<file path="src/rtl/gray_pkg.sv">
// Shared definitions for Gray-code consumers: tracker state encoding and a
// width-agnostic Gray-to-binary decoder.
package gray_pkg;

  typedef enum logic [1:0] {
    FILL  = 2'd0,
    TRACK = 2'd1,
    ERROR = 2'd2
  } state_e;

  localparam int GRAY_MAX_W = 32;

  // Leading zeros decode to zeros, so a narrower word can be zero-extended,
  // decoded here and truncated back to its own width.
  function automatic logic [GRAY_MAX_W-1:0] gray2bin(input logic [GRAY_MAX_W-1:0] g);
    logic [GRAY_MAX_W-1:0] b;
    b[GRAY_MAX_W-1] = g[GRAY_MAX_W-1];
    for (int i = GRAY_MAX_W - 2; i >= 0; i--) begin
      b[i] = b[i+1] ^ g[i];
    end
    return b;
  endfunction

endpackage

</file>
<file path="src/rtl/gray_sync.sv">
// Multi-flop synchroniser for a Gray-coded bus; every stage resets to zero.
module gray_sync #(
  parameter int WIDTH  = 3,
  parameter int STAGES = 2
) (
  input  logic             clk,
  input  logic             rst_n,
  input  logic [WIDTH-1:0] d,
  output logic [WIDTH-1:0] q
);

  logic [WIDTH-1:0] chain [STAGES];

  always_ff @(posedge clk or negedge rst_n) begin
    if (!rst_n) begin
      for (int i = 0; i < STAGES; i++) begin
        chain[i] <= '0;
      end
    end else begin
      chain[0] <= d;
      for (int i = 1; i < STAGES; i++) begin
        chain[i] <= chain[i-1];
      end
    end
  end

  assign q = chain[STAGES-1];

endmodule

</file>
<file path="src/rtl/gray_ptr_rx.sv">
// Receive side of a Gray-coded count crossing: synchronise, decode, and accept
// only +/-1 steps; anything else latches an error until err_clr.
module gray_ptr_rx
  import gray_pkg::*;
#(
  parameter int WIDTH       = 3,
  parameter int SYNC_STAGES = 2
) (
  input  logic             clk,
  input  logic             rst_n,
  input  logic [WIDTH-1:0] g_in,
  input  logic             err_clr,
  output logic [WIDTH-1:0] b_out,
  output logic             b_valid,
  output logic             chg,
  output logic             dir,
  output logic             step_err,
  output logic [1:0]       dbg_state
);

  // Handshake: no ready; b_out may be consumed whenever b_valid is high, and
  // chg marks the single cycle in which b_out took a new legal value.
  localparam int CW = $clog2(SYNC_STAGES + 1);

  state_e                state, state_nx;
  logic [CW-1:0]         fill_cnt, cnt_nx;
  logic [WIDTH-1:0]      g_s, b_dec, diff, b_nx;
  logic [GRAY_MAX_W-1:0] g_ext, dec_full;
  logic                  valid_nx, chg_nx, dir_nx, err_nx;

  gray_sync #(.WIDTH(WIDTH), .STAGES(SYNC_STAGES)) u_sync (
    .clk   (clk),
    .rst_n (rst_n),
    .d     (g_in),
    .q     (g_s)
  );

  assign g_ext     = GRAY_MAX_W'(g_s);
  assign dec_full  = gray2bin(g_ext);
  assign b_dec     = dec_full[WIDTH-1:0];
  assign diff      = b_dec - b_out;
  assign dbg_state = state;

  always_comb begin
    state_nx = state;
    cnt_nx   = fill_cnt;
    b_nx     = b_out;
    valid_nx = b_valid;
    chg_nx   = 1'b0;
    dir_nx   = dir;
    err_nx   = step_err;
    unique case (state)
      FILL: begin
        valid_nx = 1'b0;
        // The chain only holds real samples once SYNC_STAGES edges have passed.
        if (fill_cnt == CW'(SYNC_STAGES)) begin
          b_nx     = b_dec;
          valid_nx = 1'b1;
          err_nx   = 1'b0;
          cnt_nx   = '0;
          state_nx = TRACK;
        end else begin
          cnt_nx = fill_cnt + CW'(1);
        end
      end
      TRACK: begin
        if (diff == '0) begin
          b_nx = b_out;
        end else if (diff == WIDTH'(1)) begin
          b_nx   = b_dec;
          chg_nx = 1'b1;
          dir_nx = 1'b1;
        end else if (diff == '1) begin
          b_nx   = b_dec;
          chg_nx = 1'b1;
          dir_nx = 1'b0;
        end else begin
          err_nx   = 1'b1;
          valid_nx = 1'b0;
          state_nx = ERROR;
        end
      end
      ERROR: begin
        if (err_clr) begin
          cnt_nx   = '0;
          state_nx = FILL;
        end
      end
      default: begin
        cnt_nx   = '0;
        state_nx = FILL;
      end
    endcase
  end

  always_ff @(posedge clk or negedge rst_n) begin
    if (!rst_n) begin
      state    <= FILL;
      fill_cnt <= '0;
      b_out    <= '0;
      b_valid  <= 1'b0;
      chg      <= 1'b0;
      dir      <= 1'b0;
      step_err <= 1'b0;
    end else begin
      state    <= state_nx;
      fill_cnt <= cnt_nx;
      b_out    <= b_nx;
      b_valid  <= valid_nx;
      chg      <= chg_nx;
      dir      <= dir_nx;
      step_err <= err_nx;
    end
  end

endmodule

</file>
<file path="config.mk">
export PLATFORM = sky130hd
export DESIGN_NAME = gray_ptr_rx
export DESIGN_NICKNAME = d
export VERILOG_FILES = /design/src/rtl/gray_pkg.sv /design/src/rtl/gray_sync.sv /design/src/rtl/gray_ptr_rx.sv
export SDC_FILE = /design/constraint.sdc
export NUM_CORES = 1
export LEC_CHECK = 0
export CORE_MARGIN = 2
export CORE_UTILIZATION = 44
export CTS_CLUSTER_DIAMETER = 60
export CTS_CLUSTER_SIZE = 25
export DETAILED_ROUTE_END_ITERATION = 12
export PLACE_DENSITY_LB_ADDON = 0.2
export SYNTH_ARGS = -nofsm -noshare
export SYNTH_HDL_FRONTEND = slang
export SYNTH_SLANG_ARGS = --single-unit
</file>
<file path="constraint.sdc">
create_clock -name clk -period 3 [get_ports clk]
set_clock_uncertainty 0.15 [all_clocks]
set_input_delay 0.6 -clock clk [delete_from_list [all_inputs] [get_ports clk]]
set_output_delay 0.6 -clock clk [all_outputs]
set_load 0.02 [all_outputs]
</file>
==> metrics <==
status=completed; Seq cells post-synth=17; Max FO, Critical Path=7; DIE HEIGHT=46.9 um; Layout fillers=154; Unique masters post-synth=30; area grow syn2layout=28.2%; commonest cells after routing, fill and taps aside=dfrtp_1, clkdlybuf4s50_1, inv_1; per-cell routed wire length=12.2 um; syn_nets=78; crit-path cells=xor2_2 > xnor2_1 > ha_1 > fa_2 > nand2b_1 > a211o_1 > a31oi_4 > mux2_1; Final setup viols=0; layout cell share with drive strength beyond 1=15.9%; Post-Route Setup TNS=0 ps; Root Buffer=clkbuf_4; first-pass GRT wire length=2240 um; largest net degree at the start of global routing=18; vias in the first global route=522; 1st-iter DRT viols=2; DIE AREA=2200 sq um; CP Data Required Time=3040 ps; peak supply drop=0.000493 V; drc violations=0; CTS clock-pin slew for the worst setup and hold paths=110 ps; max cap viols=0; io pins=15; crit path max-delay cell type=fa_2; unrepaired setup endpoints after global routing=no; hpwl dp=956 um; Post-Syn Area=808 sq um; fmax=350 MHz; Mean Syn Cell Area=11.5 sq um; GRT Total Usage=14.8%; PD cells=1070 nW/um^2; DR vias/cell=4.96; worst r2r src=u_sync.q[1]; final hold viol count=0; total gr overflow=0; ANT nets after route=0; total leakage power=0.442 nW; clk_lat worst skew=290 ps; Hold WC Path Type=flop to flop; Post-Route WL=1370 um; Sink Count=17; crit path DAT=2890 ps; commonest non-fill, non-tap cell in the layout=dfrtp_1; row cnt=15; detailed-router iteration count before antenna repair=4; initial antenna violation count=0; TritonCTS clock tree=built; Max Transition Viols Final=0; Sequential Area=425 sq um; Final nets=97; detailed-route via count=561; Crit path largest cell delay=500 ps; Inserted Diodes=0; Tot Pwr=1.11 mW; Initial Util=46.8%; startpoint types=flop; Setup CP Type=flop to flop; post-synthesis sequential area ratio=52.6%; Placer Congestion=0.731; CTS max path bufs=2; I/O Buffers=14; post-layout minimum cycle time=2850 ps; CP delay by family, top=adder cells; Syn. warnings=0; CP Launch Point=u_sync.q[1]; core area=1730 sq um; Die Width=46.9 um; synthesized instance count=70; CP endpoint kind=flop; Num CTS Buffers=3; Min-Delay Startpoint=u_sync.chain[3]; hold buffers post-CTS=0; relative slew slack=50.8%; multi-input logic area=372 sq um; htree depth=1; Tcrit/Tclk final=95.2%; Slew @ Worst Pin=736 ps; worst path bufs/invs=0
flip-flops by register name, summed over array words and instances (netlist names):
register,cells
b_out,3
dbg_state,2
u_sync.chain,3
dir,1
fill_cnt,2
u_sync.q,3
b_valid,1
step_err,1
chg,1
worst paths after layout:
| check | end | slack (ps) | depth (start not counted) |
|---|---|---|---|
| hold / removal | u_sync.q[0] | 210 | 0 |
| setup / recovery | b_out[1] | 150 | 8 |
| min in group asynchronous | b_out[1] | 580 | 1 |
| setup reg to reg | b_out[1] | 150 | 8 |
| hold reg to reg | u_sync.q[0] | 210 | 0 |
| max in group asynchronous | dbg_state[1] | 1650 | 1 |
cells in the mapped netlist:
library cell  instances  area (sq um)
a31oi_1               1          6.26
o31ai_1               2          15.0
xnor3_2               1          23.8
mux2_4                1          15.0
clkbuf_1              2          7.51
a21oi_2               1          8.76
inv_1                 6          22.5
mux2i_1               1          10.0
mux2_1                2          22.5
a31oi_2               1          12.5
dfrtp_1              17           425
o2111ai_1             1          8.76
xor2_1                2          17.5
nand2b_1              5          31.3
nand2b_4              1          13.8
ha_1                  1          12.5
nor2b_1               1          6.26
nor3_1                2          10.0
fa_1                  1          20.0
o22ai_1               1          6.26
xnor2_1               2          17.5
nor2_1                4          15.0
nor3b_1               1          7.51
nand2_1               4          15.0
a311oi_1              1          8.76
o21ai_2               1          8.76
a21oi_1               3          15.0
a211o_1               1          8.76
and2_1                1          6.26
o21ai_0               2          10.0
kinds of logic (layout without fill, tap and decap cells):
kind of cell | after synthesis | count (layout) | synth area share, %
compound gates | 15 | 15 | 13.5
flops | 17 | 17 | 52.6
fa+ha+maj | 2 | 2 | 4.02
buf+inv | 8 | 26 | 3.72
xor+xnor | 5 | 5 | 7.28
mux | 4 | 4 | 5.88
simple gates | 19 | 19 | 13.0
through the flow:
stage	std cells	setup slack [ps]	hold WS [ps]	utilization (%)	area (sq um)
2_1_floorplan	70	190	154	-	808
3_3_place_gp	108	76.3	182	56.7	980
3_5_place_dp	108	42.6	185	56.7	980
4_1_cts	112	17.0	212	58.5	1010
5_1_grt	113	10.1	219	60.0	1040
6_report	113	145	209	60.0	1040
final cells by class:
type | count | area share (%)
Tap cell | 25 | 3.02
Clock buffer | 3 | 2.17
Multi-Input combinational cell | 45 | 35.9
Inverter | 6 | 2.17
Clock inverter | 1 | 0.725
Timing Repair Buffer | 16 | 15.0
Sequential cell | 17 | 41.1
metal layers:
layer	global-route usage, %	wire length [um]	vias up
li1	-	-	275
met1	21.3	663	273
met2	20.5	647	11
met3	3.85	48	2
met4	7.78	14	0
met5	0	0	-
worst reg2reg max path: cells and delay by family, from the launching register on:
kind                       cells  cell delay, ps
AOI/OAI and AO/OA              2             560
xor gates and xnor gates       2             390
adders and majority gates      2             710
DFF                            1             420
muxes                          1             340
and+or+nand+nor                1             180
timing repair:
action | 4_1_cts | 5_1_grt
buffers inserted | 0 | 1
gates resized for setup | 0 | 3
setup endpoints to repair | 0 | 3
where the power goes:
group          switching, mW  total [mW]  internal, mW
registers             0.0804       0.377         0.297
clock network         0.0765       0.127        0.0506
logic                  0.286       0.604         0.317
No activity file was read; power rests on OpenSTA's default activity.
